[config.mk]
export PLATFORM = sky130hd
export DESIGN_NAME = alarm_ring_sequencer
export DESIGN_NICKNAME = d
export VERILOG_FILES = /design/src/rtl/alarm_pkg.sv /design/src/rtl/alarm_ring_sequencer_beep_gen.sv /design/src/rtl/alarm_ring_sequencer.sv
export SDC_FILE = /design/constraint.sdc
export NUM_CORES = 1
export LEC_CHECK = 0
export BUFFER_PORTS_ARGS = -buffer_cell sky130_fd_sc_hd__buf_4
export CORE_ASPECT_RATIO = 0.8
export CORE_MARGIN = 10
export CORE_UTILIZATION = 25
export CTS_CLUSTER_SIZE = 28
export DETAILED_ROUTE_END_ITERATION = 16
export MAX_ROUTING_LAYER = met4
export PLACE_DENSITY = 0.4
export REMOVE_ABC_BUFFERS = 1
export SLEW_MARGIN = 20
export SYNTH_ARGS = -nofsm -noshare
export SYNTH_HDL_FRONTEND = slang
export SYNTH_HIERARCHICAL = 1
export SYNTH_SLANG_ARGS = --single-unit
[constraint.sdc]
create_clock -name clk -period 4.5 [get_ports clk]
set_input_delay 0.675 -clock clk [delete_from_list [all_inputs] [get_ports clk]]
set_output_delay 0.675 -clock clk [all_outputs]
set_load 0.03 [all_outputs]
[src/rtl/alarm_pkg.sv]
// Shared types and sizing helpers for the alarm ring sequencer.
package alarm_pkg;

  typedef enum logic [1:0] {
    DISARMED = 2'd0,
    ARMED    = 2'd1,
    RINGING  = 2'd2,
    SNOOZE   = 2'd3
  } state_e;

  // Second counter must hold the larger of the two limits.
  function automatic int sec_cnt_w(input int snooze_secs, input int timeout_secs);
    int m;
    m = (snooze_secs > timeout_secs) ? snooze_secs : timeout_secs;
    return (m > 0) ? $clog2(m + 1) : 1;
  endfunction

  localparam int SEC_CNT_W = sec_cnt_w(540, 60);

endpackage

[src/rtl/alarm_ring_sequencer_beep_gen.sv]
// beep_gen: registered on/off speaker cadence, ON_CYCLES high then OFF_CYCLES low.
// Phase restarts (next output high) whenever enable is low; output is 0 then.
module beep_gen #(
  parameter int ON_CYCLES  = 4,
  parameter int OFF_CYCLES = 4
) (
  input  logic clk,
  input  logic reset,
  input  logic enable,
  output logic speaker
);

  localparam int MAXC = (ON_CYCLES > OFF_CYCLES) ? ON_CYCLES : OFF_CYCLES;
  localparam int CW   = (MAXC > 1) ? $clog2(MAXC) : 1;
  localparam logic [CW-1:0] ON_LIM  = CW'(ON_CYCLES - 1);
  localparam logic [CW-1:0] OFF_LIM = CW'(OFF_CYCLES - 1);

  logic [CW-1:0] cnt_q, cnt_d;
  logic          on_q, on_d;
  logic          spk_q;

  always_comb begin
    cnt_d = cnt_q + CW'(1);
    on_d  = on_q;
    if (!enable) begin
      cnt_d = '0;
      on_d  = 1'b1;
    end else if (cnt_q == (on_q ? ON_LIM : OFF_LIM)) begin
      cnt_d = '0;
      on_d  = ~on_q;
    end
  end

  always_ff @(posedge clk) begin
    if (reset) begin
      cnt_q <= '0;
      on_q  <= 1'b1;
      spk_q <= 1'b0;
    end else begin
      cnt_q <= cnt_d;
      on_q  <= on_d;
      spk_q <= enable & on_q;
    end
  end

  assign speaker = spk_q;

endmodule

[src/rtl/alarm_ring_sequencer.sv]
// Alarm speaker sequencer: arm, ring on match rise, snooze/stop, auto-silence.
// ALARM_BEEP_PATTERN_EN selects beep cadence; otherwise speaker_out is a continuous tone.
module alarm_ring_sequencer
  import alarm_pkg::*;
#(
  parameter int SNOOZE_SECS       = 540,
  parameter int RING_TIMEOUT_SECS = 60,
  parameter int MAX_SNOOZE        = 3,
  parameter int BEEP_ON_CYCLES    = 4,
  parameter int BEEP_OFF_CYCLES   = 4
) (
  input  logic clk,
  input  logic reset,
  input  logic sec_tick,
  input  logic match,
  input  logic alarm_en,
  input  logic snooze,
  input  logic stop,
  output logic speaker_out,
  output logic ringing,
  output logic snoozing,
  output logic [((MAX_SNOOZE > 0) ? $clog2(MAX_SNOOZE + 1) : 1)-1:0] snooze_cnt
);

  localparam int SNZ_W = (MAX_SNOOZE > 0) ? $clog2(MAX_SNOOZE + 1) : 1;
  localparam int SEC_W = sec_cnt_w(SNOOZE_SECS, RING_TIMEOUT_SECS);
  localparam logic [SEC_W-1:0] RING_LIM  = SEC_W'(RING_TIMEOUT_SECS);
  localparam logic [SEC_W-1:0] SNZ_LIM   = SEC_W'(SNOOZE_SECS);
  localparam logic [SNZ_W-1:0] SNZ_MAX   = SNZ_W'(MAX_SNOOZE);

  state_e           state_q, state_d;
  logic             match_q;
  logic [SEC_W-1:0] sec_q, sec_d, sec_inc;
  logic [SNZ_W-1:0] snz_q, snz_d;
  logic             rise;

  assign rise    = match & ~match_q;
  assign sec_inc = sec_q + SEC_W'(1);

  always_comb begin
    state_d = state_q;
    sec_d   = sec_q;
    snz_d   = snz_q;
    if (!alarm_en) begin
      state_d = DISARMED;
      sec_d   = '0;
      snz_d   = '0;
    end else begin
      case (state_q)
        DISARMED: state_d = ARMED;
        ARMED: begin
          if (rise) begin
            state_d = RINGING;
            sec_d   = '0;
          end
        end
        RINGING: begin
          // Snooze outranks a timeout landing on the same tick.
          if (stop) begin
            state_d = ARMED;
            sec_d   = '0;
            snz_d   = '0;
          end else if (snooze && (snz_q < SNZ_MAX)) begin
            state_d = SNOOZE;
            sec_d   = '0;
            snz_d   = snz_q + SNZ_W'(1);
          end else if (sec_tick && (sec_inc == RING_LIM)) begin
            state_d = ARMED;
            sec_d   = '0;
            snz_d   = '0;
          end else if (sec_tick) begin
            sec_d = sec_inc;
          end
        end
        SNOOZE: begin
          if (stop) begin
            state_d = ARMED;
            sec_d   = '0;
            snz_d   = '0;
          end else if (sec_tick && (sec_inc == SNZ_LIM)) begin
            state_d = RINGING;
            sec_d   = '0;
          end else if (sec_tick) begin
            sec_d = sec_inc;
          end
        end
        default: state_d = DISARMED;
      endcase
    end
  end

  always_ff @(posedge clk) begin
    if (reset) begin
      state_q <= DISARMED;
      match_q <= 1'b0;
      sec_q   <= '0;
      snz_q   <= '0;
    end else begin
      state_q <= state_d;
      match_q <= match;
      sec_q   <= sec_d;
      snz_q   <= snz_d;
    end
  end

  assign ringing    = (state_q == RINGING);
  assign snoozing   = (state_q == SNOOZE);
  assign snooze_cnt = snz_q;

`ifdef ALARM_BEEP_PATTERN_EN
  // Enable from the next state so the first beep lands on the same edge as ringing.
  beep_gen #(
    .ON_CYCLES  (BEEP_ON_CYCLES),
    .OFF_CYCLES (BEEP_OFF_CYCLES)
  ) u_beep (
    .clk     (clk),
    .reset   (reset),
    .enable  (state_d == RINGING),
    .speaker (speaker_out)
  );
`else
  assign speaker_out = ringing;
`endif

endmodule
* Word-level counts from Yosys, hierarchy flattened
Index checks and enable logic that the tools add are counted.
** Storage, ports and cells
- Register bits :: 15
- Latch bits :: 0
- Memory bits (writable) :: 0
- Memory bits (read-only) :: 0
- Input bits :: 7
- Output and inout port bits :: 5
- Memories :: 0
** Operators by class
- Add/subtract/negate cells :: 2
- $mul :: 0
- Div/mod/pow operators :: 0
- $lt $le $gt $ge :: 1
- Equal/unequal tests :: 9
- Shifts and indexed selects :: 0
- Muxes and demuxes :: 20
- Bitwise gates (word level) :: 3
- Reductions and logical operators :: 10
** Operator list (count)
- $mux W10 :: 7
- $pmux W10 S3 :: 1
- $mux W2 :: 10
- $add A10 B1 Y10 const B :: 1
- $eq A10 B10 Y1 const B :: 1
- $eq A10 B6 Y1 const B :: 1
- $pmux W2 S4 :: 1
- $reduce_and A3 Y1 :: 2
- $eq A2 B2 Y1 const B :: 2
- $ne A2 B2 Y1 const B :: 2
- $ne A4 B2 Y1 const B :: 1
- $pmux W2 S2 :: 1
- $logic_and A1 B1 Y1 :: 3
- $ne A3 B2 Y1 const B :: 1
- $reduce_bool A3 Y1 :: 1
- $add A2 B1 Y2 const B :: 1
- $eq A2 B1 Y1 const B :: 1
- $logic_not A2 Y1 :: 1
- $lt A2 B2 Y1 const B :: 1
- $not A1 Y1 :: 2
- $reduce_and A2 Y1 :: 1
- $reduce_bool A2 Y1 :: 1
- $reduce_or A2 Y1 :: 1
- $and A1 B1 Y1 :: 1

* Logic depth before layout (Yosys ltp)
- Depth in word-level cells :: 7
- Mapped depth :: 9
- Depth with buffers taken out :: 8

* Worst setup path before layout
No wires, ideal clock.
- Path type :: input-to-reg
- Start point :: input port snooze
- End point :: register sec_q[3]
- Library setup time :: 0.074 ns
- Arrival :: 1.890 ns
- Required time :: 4.426 ns
- Setup slack :: 2.535 ns
- Cell stages on the path :: 7
- Path buffers :: 1
- Path through :: nor2b_1 > or3_4 > and2_2 > o221ai_2 > buf_6 > nand3_1 > a31oi_1
** On the way
- Longest elaborated chain between the ends :: 4
** RTL lines
- from (decl) :: RTL line alarm_ring_sequencer.sv:17 : input logic snooze,
- $logic_and A1 B1 Y1 :: RTL line alarm_ring_sequencer.sv:63 : end else if (snooze && (snz_q < SNZ_MAX)) begin
- $mux W10 :: RTL line alarm_ring_sequencer.sv:63
- $mux W10 :: RTL line alarm_ring_sequencer.sv:59 : if (stop) begin
- $pmux W10 S3 :: RTL line alarm_ring_sequencer.sv:49 : case (state_q)
- to (signal assigned) :: RTL line alarm_ring_sequencer.sv:96 : sec_q <= '0;
- to (signal assigned) :: RTL line alarm_ring_sequencer.sv:101 : sec_q <= sec_d;
- to (decl) :: RTL line alarm_ring_sequencer.sv:33 : logic [SEC_W-1:0] sec_q, sec_d, sec_inc;
Every way passes these cells.
A chain may end at the register's enable or synchronous reset.

* Worst setup path after layout
- Start point :: input port snooze
- End point :: register sec_q[4]
Same word-level chain as after synthesis.

==> flow_metrics.env <==
export IMPL_async_reset_ff_share_pct=0
export IMPL_grt_total_usage_pct=7.57
export IMPL_critPathSlowestCell="o221ai_2"
export IMPL_endpoint_kind="flip-flop"
export IMPL_cts_resized=0
export IMPL_initial_core_util_pct=26.1
export IMPL_gr_total_overflow=0
export IMPL_timing_hold_violations_final=0
export IMPL_coreArea_um2=3830
export IMPL_path_class="in2reg"
export IMPL_synth_ff_type="dfxtp_1"
export IMPL_p_switching_mw=0.0655
export IMPL_hp_class="reg2reg"
export IMPL_cts_tree="done"
export IMPL_clk_pin_slew_ns=0.07
export IMPL_place_congestion=0.789
export IMPL_setup_viol=0
export IMPL_cp_top_family="simple AND/OR/NAND/NOR gates"
export IMPL_post_cts_buffers=0
export IMPL_ctsHoldBuffers=0
export IMPL_fin_nets=148
export IMPL_die_w_um=90.7
export IMPL_cp_start_kind="primary input"
export IMPL_grt_start_max_net_pins=14
export IMPL_avgRoutedWirePerCell_um=13.0
export IMPL_numCtsBuffers=3
export IMPL_synth_area_leader_cell="dfxtp_1"
export IMPL_grt_pass1_wl_um=4390
export IMPL_drt_initial_drc_count=95
export IMPL_cts_sinks=15
export IMPL_first_global_vias=925
export IMPL_drc=0
export IMPL_synth_top_area_share_pct=30.0
export IMPL_fmax_mhz=442
export IMPL_period_share_pct=50.3
export IMPL_cap_violations=0
export IMPL_p_int_mw=0.205
export IMPL_placementRows=20
export IMPL_period_needed_ns=2.26
export IMPL_cellPowerDensity_nw_per_um2=239
export IMPL_relSlewSlack_pct=63.6
export IMPL_dr_pass1_iters=4
export IMPL_slowest_delay_ns=0.43
export IMPL_ys_top_cells_by_area="dfxtp_1 30%, a21oi_1 6.0%, nand2_1 5.6%"
export IMPL_drive_gt1_share_pct=16.8
export IMPL_fin_skew_ns=0.00526
export IMPL_synth_seq_area_share_pct=30.0
export IMPL_p_clk_share_pct=40.7
export IMPL_root_buffer="clkbuf_8"
export IMPL_final_setup_tns_ns=0
export IMPL_dp_hpwl_um=1920
export IMPL_fillerInstances=425
export IMPL_n_antenna_cell=0
export IMPL_syn_to_final_growth_pct=13.4
export IMPL_mappedNetlistArea_um2=1000
export IMPL_yosys_register_bits=15
export IMPL_antenna_found_initial=0
export IMPL_synth_edf_count=0
export IMPL_cp_arrival_ns=2.44
export IMPL_p_seq_share_pct=50.4
export IMPL_path_cells="buf_4, nor2b_1, or3_4, and2_2, o221ai_2, nand3_1, o21ai_0"
export IMPL_h_tree_depth=1
export IMPL_p_sw_share_pct=24.2
export IMPL_critical_path_buf_inv_count=1
export IMPL_io_buffers=11
export IMPL_num_vias=926
export IMPL_status="finished clean"
export IMPL_clkLatencyLatePin_ns=0.25
export IMPL_drt_antenna_violating_nets=0
export IMPL_rsz0062_at_grt="false"
export IMPL_critical_path_peak_fanout=11
export IMPL_drv_slew=0
export IMPL_ir_drop_mv=0.115
export IMPL_finish_utilization_pct=29.6
export IMPL_io_pins=12
export IMPL_avgViaCountPerCell=4.82
export IMPL_power_leakage_nw=0.376
export IMPL_yosys_warnings=6
export IMPL_cts_buffer_depth=2
export IMPL_synth_cell_type_count=37
export IMPL_dieHeight_um=76.6
export IMPL_syn_area_per_cell_um2=7.75
export IMPL_worstMarginPinSlew_ns=0.546
export IMPL_dieArea_um2=6940
export IMPL_postRouteWirelength_um=2500
export IMPL_cp_required_ns=4.68
export IMPL_syn_inst=129
export IMPL_r2r_slack_ns=2.28
export IMPL_pwr_share_comb_pct=8.9
path summary, 6_finish.rpt:
check	start	end	cells after the start
worst max-delay path	snooze	sec_q[4]	7
worst min-delay path	snooze_cnt[1]	snooze_cnt[1]	2
worst max register to register	sec_q[3]	sec_q[4]	7
worst min register to register	snooze_cnt[1]	snooze_cnt[1]	2
through the flow:
| stage | hold slack (ns) | cells | power, mW | cell area [um2] | worst slack [ns] |
|---|---|---|---|---|---|
| floorplan | 0.467 | 122 | 0.152 | 936 | 2.39 |
| global placement | 0.491 | 188 | 0.164 | 1090 | 2.08 |
| detailed placement | 0.498 | 188 | 0.163 | 1090 | 1.99 |
| CTS | 0.506 | 192 | 0.275 | 1130 | 2.25 |
| global route | 0.551 | 192 | 0.283 | 1130 | 2.10 |
| finish | 0.499 | 192 | 0.271 | 1130 | 2.24 |
cells in the mapped netlist, types with 2 or more instances:
library cell  number
nor3_1             7
ha_1               3
dfxtp_1           15
nand3b_1           3
nand2_1           15
o21ai_1            3
nor2_1            12
o21ai_0            6
a31oi_1            2
xor2_1             2
a32oi_1            4
nor2b_1            4
buf_6              3
inv_1              3
nand4_1            3
o211ai_1           2
nand3_1            7
xnor2_1            3
a21oi_1           12
and2_1             3
metal layers:
metal,up-vias,GRT usage (%),share of wire (%)
met5,-,-,0
met3,2,2.56,4.2
li1,478,-,-
met4,0,1.59,0.52
met2,14,11.1,43
met1,432,9.79,52
worst register-to-register path, delay by kind of cell, from the launching register on:
| kind | cells | cell delay, ns |
|---|---|---|
| AOI/OAI and AO/OA | 2 | 0.67 |
| xor gates and xnor gates | 1 | 0.20 |
| DFF | 1 | 0.52 |
| and+or+nand+nor | 4 | 0.76 |
area by class of cell:
| cell class | instances | area (um2) | share of cell area, % |
|---|---|---|---|
| well taps | 55 | 68.8 | 6.07 |
| clock buffers | 3 | 41.3 | 3.64 |
| multi-input cells | 104 | 624 | 55.1 |
| flip-flops and latches | 15 | 300 | 26.5 |
| repair buffers | 11 | 82.6 | 7.28 |
| clock inverters | 1 | 5.00 | 0.442 |
| inverters | 3 | 11.3 | 0.993 |
logic make-up (layout without fill, tap and decap cells):
logic type / count (synthesis) / after routing / synth area share, %
flops: 15 / 15 / 30.0
simple gates: 63 / 63 / 33.3
compound gates: 33 / 33 / 21.0
buf+inv: 10 / 18 / 7.51
fa+ha+maj: 3 / 3 / 3.76
xor+xnor: 5 / 5 / 4.38
state kept, by name (all words and copies together) (netlist names):
signal / count
sec_q: 10
snooze_cnt: 2
state_q: 2
match_q: 1
cells in the final DEF (no fill, tap or decap), types with 4 or more instances in the layout:
cell     count
nand2_1     15
dfxtp_1     15
nor2_1      12
a21oi_1     12
buf_4       11
nand3_1      7
nor3_1       7
o21ai_0      6
nor2b_1      4
a32oi_1      4
power by group through the flow:
| stage | combinational (mW) | sequential (mW) | clock [mW] |
|---|---|---|---|
| 2_1_floorplan | 0.0135 | 0.139 | 0 |
| 3_3_place_gp | 0.0243 | 0.139 | 0 |
| 3_5_place_dp | 0.0240 | 0.139 | 0 |
| 4_1_cts | 0.0242 | 0.136 | 0.115 |
| 5_1_grt | 0.0269 | 0.137 | 0.120 |
| 6_report | 0.0241 | 0.136 | 0.110 |
(Power assumes the default switching activity.)
